[src/rtl/rtlinf_pkg.sv]
// Shared definitions for the lane MAC: default widths and the controller state encoding.
package rtlinf_pkg;

    localparam int DEF_GROUP_SIZE             = 4;
    localparam int DEF_DATA_WIDTH             = 8;
    localparam int DEF_ACC_WIDTH              = 32;
    localparam int DEF_LOG_MAX_ITERS          = 16;
    localparam int DEF_LOG_MAX_READS_PER_ITER = 16;

    typedef enum logic [1:0] {
        ST_IDLE   = 2'd0,
        ST_WAIT_W = 2'd1,
        ST_ACC    = 2'd2,
        ST_FLUSH  = 2'd3
    } lane_state_t;

endpackage

[src/rtl/mac_element.sv]
// One signed multiply feeding one accumulator register.
// Define LANE_MAC_SATURATE_EN to clamp each addition instead of wrapping.
module mac_element
    import rtlinf_pkg::*;
#(
    parameter int DATA_WIDTH = DEF_DATA_WIDTH,
    parameter int ACC_WIDTH  = DEF_ACC_WIDTH
) (
    input  logic                  clk,
    input  logic                  rst,
    input  logic                  clear,
    input  logic                  load,
    input  logic                  add,
    input  logic [DATA_WIDTH-1:0] act,
    input  logic [DATA_WIDTH-1:0] weight,
    output logic [ACC_WIDTH-1:0]  acc
);

    localparam int PW = 2 * DATA_WIDTH;

    logic signed [PW-1:0]        prod;
    logic signed [ACC_WIDTH-1:0] prod_ext;
    logic signed [ACC_WIDTH-1:0] acc_s;
    logic signed [ACC_WIDTH-1:0] sum;
    logic        [ACC_WIDTH-1:0] acc_q;

    assign prod     = PW'($signed(act)) * PW'($signed(weight));
    assign prod_ext = ACC_WIDTH'(prod);
    assign acc_s    = $signed(acc_q);

`ifdef LANE_MAC_SATURATE_EN
    logic signed [ACC_WIDTH:0] wide;

    assign wide = (ACC_WIDTH + 1)'(acc_s) + (ACC_WIDTH + 1)'(prod_ext);

    // The two top bits of the widened sum disagree exactly when the addition overflowed.
    always_comb begin
        sum = $signed(wide[ACC_WIDTH-1:0]);
        if (wide[ACC_WIDTH] != wide[ACC_WIDTH-1]) begin
            if (wide[ACC_WIDTH]) begin
                sum = $signed({1'b1, {(ACC_WIDTH - 1){1'b0}}});
            end else begin
                sum = $signed({1'b0, {(ACC_WIDTH - 1){1'b1}}});
            end
        end
    end
`else
    assign sum = acc_s + prod_ext;
`endif

    always_ff @(posedge clk) begin
        if (rst || clear) begin
            acc_q <= '0;
        end else if (load) begin
            acc_q <= prod_ext;
        end else if (add) begin
            acc_q <= sum;
        end
    end

    assign acc = acc_q;

endmodule

[src/rtl/lane_mac.sv]
// Lane MAC controller: iteration/read counters, handshakes and error flag around GROUP_SIZE mac_elements.
// Optional build macro LANE_MAC_SATURATE_EN selects saturating accumulation in the elements.
module lane_mac
    import rtlinf_pkg::*;
#(
    parameter int GROUP_SIZE             = DEF_GROUP_SIZE,
    parameter int DATA_WIDTH             = DEF_DATA_WIDTH,
    parameter int ACC_WIDTH              = DEF_ACC_WIDTH,
    parameter int LOG_MAX_ITERS          = DEF_LOG_MAX_ITERS,
    parameter int LOG_MAX_READS_PER_ITER = DEF_LOG_MAX_READS_PER_ITER
) (
    input  logic                              clk,
    input  logic                              rst,
    input  logic                              configure,
    input  logic [LOG_MAX_ITERS-1:0]          num_iters,
    input  logic [LOG_MAX_READS_PER_ITER-1:0] num_reads_per_iter,
    input  logic [GROUP_SIZE*DATA_WIDTH-1:0]  act_data_in,
    input  logic                              act_valid_in,
    output logic                              act_avail_out,
    input  logic [DATA_WIDTH-1:0]             weight_in,
    input  logic                              weight_valid_in,
    output logic                              weight_avail_out,
    output logic [GROUP_SIZE*ACC_WIDTH-1:0]   data_out,
    output logic                              valid_out,
    input  logic                              avail_in,
    output logic                              busy_out,
    output logic                              err_out
);

    localparam logic [LOG_MAX_ITERS-1:0]          ONE_I = LOG_MAX_ITERS'(1);
    localparam logic [LOG_MAX_READS_PER_ITER-1:0] ONE_R = LOG_MAX_READS_PER_ITER'(1);

    lane_state_t                       state;
    lane_state_t                       state_nxt;
    logic [LOG_MAX_ITERS-1:0]          iters_left;
    logic [LOG_MAX_READS_PER_ITER-1:0] reads_cfg;
    logic [LOG_MAX_READS_PER_ITER-1:0] read_cnt;
    logic [DATA_WIDTH-1:0]             w_q;
    logic [DATA_WIDTH-1:0]             w_sel;
    logic                              err;

    logic cfg_ok;
    logic accept_first;
    logic accept_more;
    logic accept;
    logic last_read;
    logic last_iter;
    logic handoff;
    logic proto_err;

    // Handshake: a transfer moves on a clock edge where the producer's valid and this block's
    // avail are both high; valid raised while avail is low is a protocol error and is dropped.
    // The result side mirrors this: valid_out is only raised while avail_in is high.
    assign cfg_ok = configure && (num_iters != '0) && (num_reads_per_iter != '0);

    assign act_avail_out    = ((state == ST_WAIT_W) || (state == ST_ACC)) && !configure;
    assign weight_avail_out = (state == ST_WAIT_W) && !configure;

    assign accept_first = (state == ST_WAIT_W) && !configure && act_valid_in && weight_valid_in;
    assign accept_more  = (state == ST_ACC) && !configure && act_valid_in && !weight_valid_in;
    assign accept       = accept_first || accept_more;

    assign last_read = (read_cnt == (reads_cfg - ONE_R));
    assign last_iter = (iters_left == ONE_I);

    assign handoff   = (state == ST_FLUSH) && avail_in && !configure;
    assign valid_out = handoff;

    assign proto_err = !configure && (
                           ((state == ST_WAIT_W) && act_valid_in && !weight_valid_in) ||
                           ((state == ST_ACC) && weight_valid_in) ||
                           (act_valid_in && !act_avail_out) ||
                           (weight_valid_in && !weight_avail_out));

    // The first read of an iteration multiplies by the incoming weight, later reads by the latched one.
    assign w_sel = accept_first ? weight_in : w_q;

    always_comb begin
        state_nxt = state;
        if (configure) begin
            state_nxt = cfg_ok ? ST_WAIT_W : ST_IDLE;
        end else begin
            case (state)
                ST_WAIT_W: begin
                    if (accept_first) begin
                        state_nxt = last_read ? ST_FLUSH : ST_ACC;
                    end
                end
                ST_ACC: begin
                    if (accept_more && last_read) begin
                        state_nxt = ST_FLUSH;
                    end
                end
                ST_FLUSH: begin
                    if (handoff) begin
                        state_nxt = last_iter ? ST_IDLE : ST_WAIT_W;
                    end
                end
                default: begin
                    state_nxt = state;
                end
            endcase
        end
    end

    always_ff @(posedge clk) begin
        if (rst) begin
            state      <= ST_IDLE;
            iters_left <= '0;
            reads_cfg  <= '0;
            read_cnt   <= '0;
            w_q        <= '0;
            err        <= 1'b0;
        end else begin
            state <= state_nxt;
            if (configure) begin
                err      <= !cfg_ok;
                read_cnt <= '0;
                if (cfg_ok) begin
                    iters_left <= num_iters;
                    reads_cfg  <= num_reads_per_iter;
                end
            end else begin
                if (proto_err) begin
                    err <= 1'b1;
                end
                if (accept_first) begin
                    w_q <= weight_in;
                end
                if (accept) begin
                    read_cnt <= last_read ? '0 : read_cnt + ONE_R;
                end
                if (handoff) begin
                    iters_left <= iters_left - ONE_I;
                end
            end
        end
    end

    for (genvar g = 0; g < GROUP_SIZE; g++) begin : g_lane
        mac_element #(
            .DATA_WIDTH (DATA_WIDTH),
            .ACC_WIDTH  (ACC_WIDTH)
        ) u_mac (
            .clk    (clk),
            .rst    (rst),
            .clear  (configure),
            .load   (accept_first),
            .add    (accept_more),
            .act    (act_data_in[g*DATA_WIDTH +: DATA_WIDTH]),
            .weight (w_sel),
            .acc    (data_out[g*ACC_WIDTH +: ACC_WIDTH])
        );
    end

    assign busy_out = (state != ST_IDLE);
    assign err_out  = err;

endmodule

[config.mk]
export PLATFORM = sky130hd
export DESIGN_NAME = lane_mac
export DESIGN_NICKNAME = d
export VERILOG_FILES = /design/src/rtl/rtlinf_pkg.sv /design/src/rtl/mac_element.sv /design/src/rtl/lane_mac.sv
export SDC_FILE = /design/constraint.sdc
export NUM_CORES = 1
export LEC_CHECK = 0
export BUFFER_PORTS_ARGS = -buffer_cell sky130_fd_sc_hd__buf_2
export CORE_MARGIN = 5
export CORE_UTILIZATION = 63
export CTS_CLUSTER_SIZE = 40
export DETAILED_ROUTE_END_ITERATION = 8
export PLACE_DENSITY_LB_ADDON = 0.08
export SYNTH_ARGS = -nofsm -noshare
export SYNTH_HDL_FRONTEND = slang
export SYNTH_SLANG_ARGS = --single-unit
[constraint.sdc]
create_clock -name clk -period 10.6 [get_ports clk]
set_input_delay 0.53 -clock clk [delete_from_list [all_inputs] [get_ports clk]]
set_output_delay 0.53 -clock clk [all_outputs]
set_load 0.01 [all_outputs]
Word level (Yosys, flattened, before mapping)
Cells that the tools add are included.

Bits of input ports: 78. Logic and storage cells: 93. Register bits after elaboration: 187. Output and inout port bits: 133.

$add $sub $neg: 7. Equal/unequal tests: 9. Multiplexer cells: 23. Reduce and logical (&&, ||, !) cells: 40. Multiply operators: 4.

Operators with widths (count): $mux 32 (8); $add 32x16->32 (4); $mul 8x8->16 (4); $mux 16 (4); $reduce_bool 16->1 (2); $sub 16x1->16 const B (2); $logic_and 1x1->1 (18); $add 16x1->16 const B (1); $eq 16x1->1 const B (1); $eq 16x16->1 (1); $mux 2 (4); $mux 8 (1); $reduce_bool 2->1 (4); $logic_or 1x1->1 (6); $ne 3x3->1 const B (2); $pmux 2 s3 (1); $logic_not 1->1 (5); $mux 1 (5); $eq 2x2->1 const B (2); $reduce_and 2->1 (2); $reduce_and 4->1 (1); $reduce_bool 4->1 (1); $ne 3x2->1 const B (1); $eq 2x1->1 const B (1); other kinds (2) (2).

Logic depth before layout (Yosys ltp)
Depth after elaboration: 10. Mapped depth: 38. Gate-level depth less buffers: 36.

Modules after synthesis
From an unflattened synthesis, not the netlist that was laid out.

Cells, all modules: 3083. Area, all modules: 25395.6 sq um.

Modules (own cells, without submodules): mac_element (g_lane[2].u_mac ...) (cells each 664, area an instance 5544.1 sq um, times used 2, sequential area each 640.6 sq um); mac_element (g_lane[0].u_mac) (cells each 650, area an instance 5465.2 sq um, times used 1, sequential area each 640.6 sq um); mac_element (g_lane[1].u_mac) (cells each 645, area an instance 5311.3 sq um, times used 1, sequential area each 640.6 sq um); lane_mac (cells each 460, area an instance 3530.9 sq um, times used 1, sequential area each 1181.1 sq um).

Worst setup path before layout
OpenSTA, ideal clock, no wires.

Kind: input to register. Start: input port configure. End: register g_lane[3].u_mac.acc_q[28]. Path slack: 2.178 ns. Arrival: 8.352 ns. Path buffers: 0. Stages on the path: 30. Library setup time: 0.070 ns. Required time: 10.530 ns. Cells stage by stage: nand2b_1 > nor2_1 > mux2i_1 > clkinv_1 > fa_1 > inv_1 > fa_1 > inv_1 > fa_1 > inv_1 > fa_1 > inv_1 > ha_1 > o21ai_0 > nor2_1 > o21a_1 > o22a_1 > a31oi_1 > a21oi_1 > xnor2_1 > ha_1 > a21o_1 > a21oi_1 > nor3b_1 > a211oi_1 > or3_1 > a311oi_1 > xnor2_1 > nand2_1 > a21oi_1.

Word-level cells in the longest chain between the ends: 9. Elaborated cells between the ends (all ways): 14. Those cells by class: add/sub: 1; mul: 1; mux: 3; reduce/logical: 9.

RTL lines: from (decl) (RTL line lane_mac.sv:14) `input logic configure,`; $logic_not 1->1 * (RTL line lane_mac.sv:59) `assign accept_first = (state == ST_WAIT_W) && !configure && act_valid_in && weight_valid_in;`; $logic_and 1x1->1 * (3 in a row) (RTL line lane_mac.sv:59); $mux 8 *; via g_lane[0].u_mac.weight[7] (RTL line mac_element.sv:15) `input logic [DATA_WIDTH-1:0] weight,`; $mul 8x8->16 * (RTL line mac_element.sv:27) `assign prod = PW'($signed(act)) * PW'($signed(weight));`; $add 32x16->32 (RTL line mac_element.sv:48) `assign sum = acc_s + prod_ext;`; $mux 32 (RTL line mac_element.sv:56) `end else if (add) begin`; $mux 32 * (RTL line mac_element.sv:54) `end else if (load) begin`; to (signal assigned) (RTL line mac_element.sv:55) `acc_q <= prod_ext;`; to (signal assigned) (RTL line mac_element.sv:57) `acc_q <= sum;`; to (decl) (RTL line mac_element.sv:25) `logic [ACC_WIDTH-1:0] acc_q;`.

The timed path passes the listed nets; every way through them passes the cells marked *. The select of a mux whose other input is x is not followed. A chain may end at the register's enable or synchronous reset.

Worst setup path in the final report
Start: register state[1]. End: register g_lane[0].u_mac.acc_q[31].

Word-level cells in the longest chain between the ends: 9. Elaborated cells between the ends (all ways): 14. Those cells by class: add/sub: 1; mul: 1; eq/ne: 2; mux: 3; reduce/logical: 7.

RTL lines: from (decl) (RTL line lane_mac.sv:33) `lane_state_t state;`; from (signal assigned) (RTL line lane_mac.sv:115) `state <= state_nxt;`; $eq 2x1->1 * (RTL line lane_mac.sv:59); $logic_and 1x1->1 * (3 in a row) (RTL line lane_mac.sv:59); $mux 8 *; via g_lane[0].u_mac.weight[7] (RTL line mac_element.sv:15); $mul 8x8->16 * (RTL line mac_element.sv:27); $add 32x16->32 (RTL line mac_element.sv:48); $mux 32 (RTL line mac_element.sv:56); $mux 32 * (RTL line mac_element.sv:54); to (signal assigned) (RTL line mac_element.sv:55); to (signal assigned) (RTL line mac_element.sv:57); to (decl) (RTL line mac_element.sv:25).

Marks and branches as above.

==> flow_summary_export.csv <==
group,metric,value,unit
worst_setup_path,cp.required,10.96,ns
power,power,2.05,mW
layout,fin_nets,3681,
logic_synthesis,syn_area,24200,sq um
worst_setup_path,reg2reg_depth,34,
floorplan,dieArea,42400,sq um
timing,fin_ws,1.50,ns
worst_setup_path,r2r_setup_slack,1.50,ns
layout,fin_util,0.696,
timing,drv_slew,0,
timing,layout_min_cycle_time,9.10,ns
worst_setup_path,slowest_stage,"xnor2_2",
logic_synthesis,yosysSeqAreaShare,0.155,
cts,htreeDepth,4,
floorplan,fp.dieH,206,microns
outcome,status,"complete, no violations",
route,ant_nets,0,
logic_synthesis,synthArstFlopShare,0,
timing,rsz0062_at_grt,"no",
timing,clock-skew-final,0.0135,ns
timing,max_slew_margin,0.160,
worst_setup_path,cp_num_cells,34,
timing,worstMarginPinSlew,1.25,ns
power,cellLeakagePower,13.2,nW
worst_setup_path,critPathKind,"reg -> reg",
worst_setup_path,critical_path_arrival,9.46,ns
logic_synthesis,ys_types,81,
power,power.density,78.0,nW/um^2
worst_setup_path,r2r-end,"g_lane[0].u_mac.acc[31]",
timing,setup_violations,0,
logic_synthesis,avgSynthCellArea,8.07,sq um
placement,dp_hpwl,51500,microns
route,drc,0,
layout,syn_to_final_growth,8.73,%
timing,setup_tns,0,ns
worst_setup_path,rr_startpoint,"state[1]",
route,via_per_inst,5.96,
worst_setup_path,critPathTopFamily,"adder cells",
global_routing,grt_pass1_wl,110000,microns
logic_synthesis,synth-edff-count,0,
worst_setup_path,crit_end,"g_lane[0].u_mac.acc[31]",
cts,post_cts_resized,0,
timing,period_share,0.859,
cts,cts_buffer_depth,2,
global_routing,gr-total-overflow,0,
route,drtIter0Drc,1406,
cts,insertion_delay,0.45,ns
layout,postLayoutCellArea,26300,sq um
floorplan,core_area,37800,sq um
cts,cts_tree,"built",
global_routing,grt_pass1_vias,22100,
logic_synthesis,synth_area_leader_cell,"fa_1",
flow_run,maxCapViolCount,0,
route,drtPass1Iterations,6,
floorplan,ios,211,
worst_setup_path,critPathLaunchType,"register",
logic_synthesis,synth.area.top_cells,"fa_1 (19%), dfxtp_1 (15%), ha_1 (13%)",
global_routing,grtUsageTotal,0.316,
logic_synthesis,ys_warn_count,0,
logic_synthesis,synth_fp_nets,3542,
route,wl_per_cell,18.1,microns
logic_synthesis,ys_ff_latch,187,
logic_synthesis,synth_ff_type,"dfxtp_1",
worst_setup_path,worstPathMaxFanout,26,
min_path,hold_class,"in -> reg",
floorplan,die_x,206,microns
worst_setup_path,path_buf_inv,8,
cts,clkTransAtPathRegs,0.08,ns
worst_setup_path,cp-end-kind,"register",
cts,cts-root-buf,"clkbuf_16",
logic_synthesis,synth_top_area_frac,0.186,
cts,clkSinkCount,187,
global_routing,grt_max_degree,99,
placement,portBuffers,210,
placement,dp_slack,1.46,ns
power,vdd_ir_drop_max,0.111,mV
cts,cts_buffers,17,
global_routing,antenna_found_initial,6,
floorplan,rows,71,
worst_setup_path,cp-startpoint,"state[1]",
worst_setup_path,cp_common_cell,"inv_1",
placement,gp_congestion,0.947,
timing,hold_viol_final,0,
cts,post_cts_buffers,0,
placement,place_area,25700,sq um
cts,ctsHoldBuffers,0,
timing,max_freq,110,MHz
logic_synthesis,syn_inst,2992,
route,vias,21800,
floorplan,initial_utilization,0.640,
layout,drive_above_1_share,0.101,
route,wirelength,66100,microns
worst_setup_path,critPathMaxStageDelay,0.84,ns
## cell usage in the layout (no fill, tap or decap), types with 30 or more instances in the layout
cell,instances
a211oi_1,36
fa_1,224
nor2_1,199
nor2b_1,87
a31oi_1,33
nand3_1,45
and2_1,116
nor3_1,52
o21ai_0,175
ha_1,248
xnor2_1,125
a21o_1,77
xor2_1,81
a21oi_1,251
o21bai_1,30
buf_2,210
inv_1,372
nand2_1,248
dfxtp_1,187
## final cells by class
cell class | count | area [sq um]
antenna | 6 | 15.0
multi-input combinational | 2322 | 18700
clock buffer | 18 | 429
inverter | 374 | 1400
clock inverter | 13 | 159
tap | 511 | 639
timing repair buffer | 229 | 1190
fill | 3174 | 11500
sequential | 187 | 3740
## metrics by stage
step | hold slack (ns) | cells
finish | 0.346 | 3660
detailed placement | 0.478 | 3623
floorplan | 0.448 | 2992
CTS | 0.329 | 3654
global route | 0.334 | 3657
global placement | 0.477 | 3623
## worst min path at each step
stage | start | end | slack (ns) | cells after the start
2_1_floorplan | reads_cfg[15] | reads_cfg[15] | 0.45 | 2
3_3_place_gp | iters_left[15] | iters_left[15] | 0.48 | 2
3_5_place_dp | iters_left[15] | iters_left[15] | 0.48 | 2
4_1_cts | num_reads_per_iter[12] | reads_cfg[12] | 0.33 | 3
5_1_grt | num_reads_per_iter[15] | reads_cfg[15] | 0.33 | 3
6_report | num_reads_per_iter[12] | reads_cfg[12] | 0.35 | 3
## flip-flops by register name, indices dropped and copies added, names as in the netlist
signal	cells
g_lane.u_mac.acc	128
iters_left	16
err_out	1
state	2
reads_cfg	16
read_cnt	16
w_q	8
## synth_stat cells, types with 8 or more instances
| master | number |
|---|---|
| a21oi_1 | 252 |
| inv_1 | 372 |
| and3_1 | 12 |
| buf_1 | 10 |
| o221ai_1 | 17 |
| xor2_1 | 81 |
| or3_1 | 16 |
| clkbuf_1 | 96 |
| dfxtp_1 | 187 |
| a211oi_1 | 36 |
| nand2_1 | 248 |
| nand3_1 | 46 |
| o221a_2 | 9 |
| nor3_1 | 52 |
| fa_1 | 224 |
| nand2b_1 | 16 |
| nor4_1 | 20 |
| ha_1 | 248 |
| o21a_1 | 15 |
| o211ai_1 | 14 |
| xnor2_1 | 128 |
| and2_1 | 116 |
| o21bai_1 | 30 |
| o21ai_0 | 175 |
| mux2i_1 | 11 |
| nand4_1 | 22 |
| nor2_1 | 202 |
| and4_1 | 8 |
| or2_2 | 14 |
| a311oi_1 | 15 |
| a31oi_1 | 33 |
| nor2b_1 | 87 |
| a21o_1 | 77 |
## logic make-up after synthesis
group                      after synthesis  synth area share
and+or+nand+nor                        878             0.179
DFF                                    187             0.155
adders and majority gates              472             0.314
AOI/OAI and AO/OA                      746             0.193
xor gates and xnor gates               209            0.0758
muxes                                   17           0.00736
buffers and inverters                  483            0.0755
## power breakdown
group	internal, mW	switching [mW]	total (mW)	leakage, nW
Sequential	0.717	0.0178	0.734	1.51
Combinational	0.245	0.401	0.646	11.4
Clock	0.355	0.315	0.670	0.281
Total	1.32	0.733	2.05	13.2
## worst register-to-register path: cells and delay by family (launching register included)
kind,cells,cell delay [ns]
xor gates and xnor gates,1,0.84
adders and majority gates,7,3.30
AOI/OAI and AO/OA,13,2.02
DFF,1,0.34
and+or+nand+nor,3,0.76
buffers and inverters,8,1.38
muxes,2,0.37
## layer usage
metal | global-route usage | share of wire | up-vias
met2 | 0.529 | 0.47 | 742
li1 | - | - | 10400
met1 | 0.421 | 0.43 | 10500
met4 | 0.109 | 0.035 | 2
met3 | 0.0433 | 0.067 | 142
met5 | 0 | 0.00020 | -
Power figures use the tool's default switching activity.
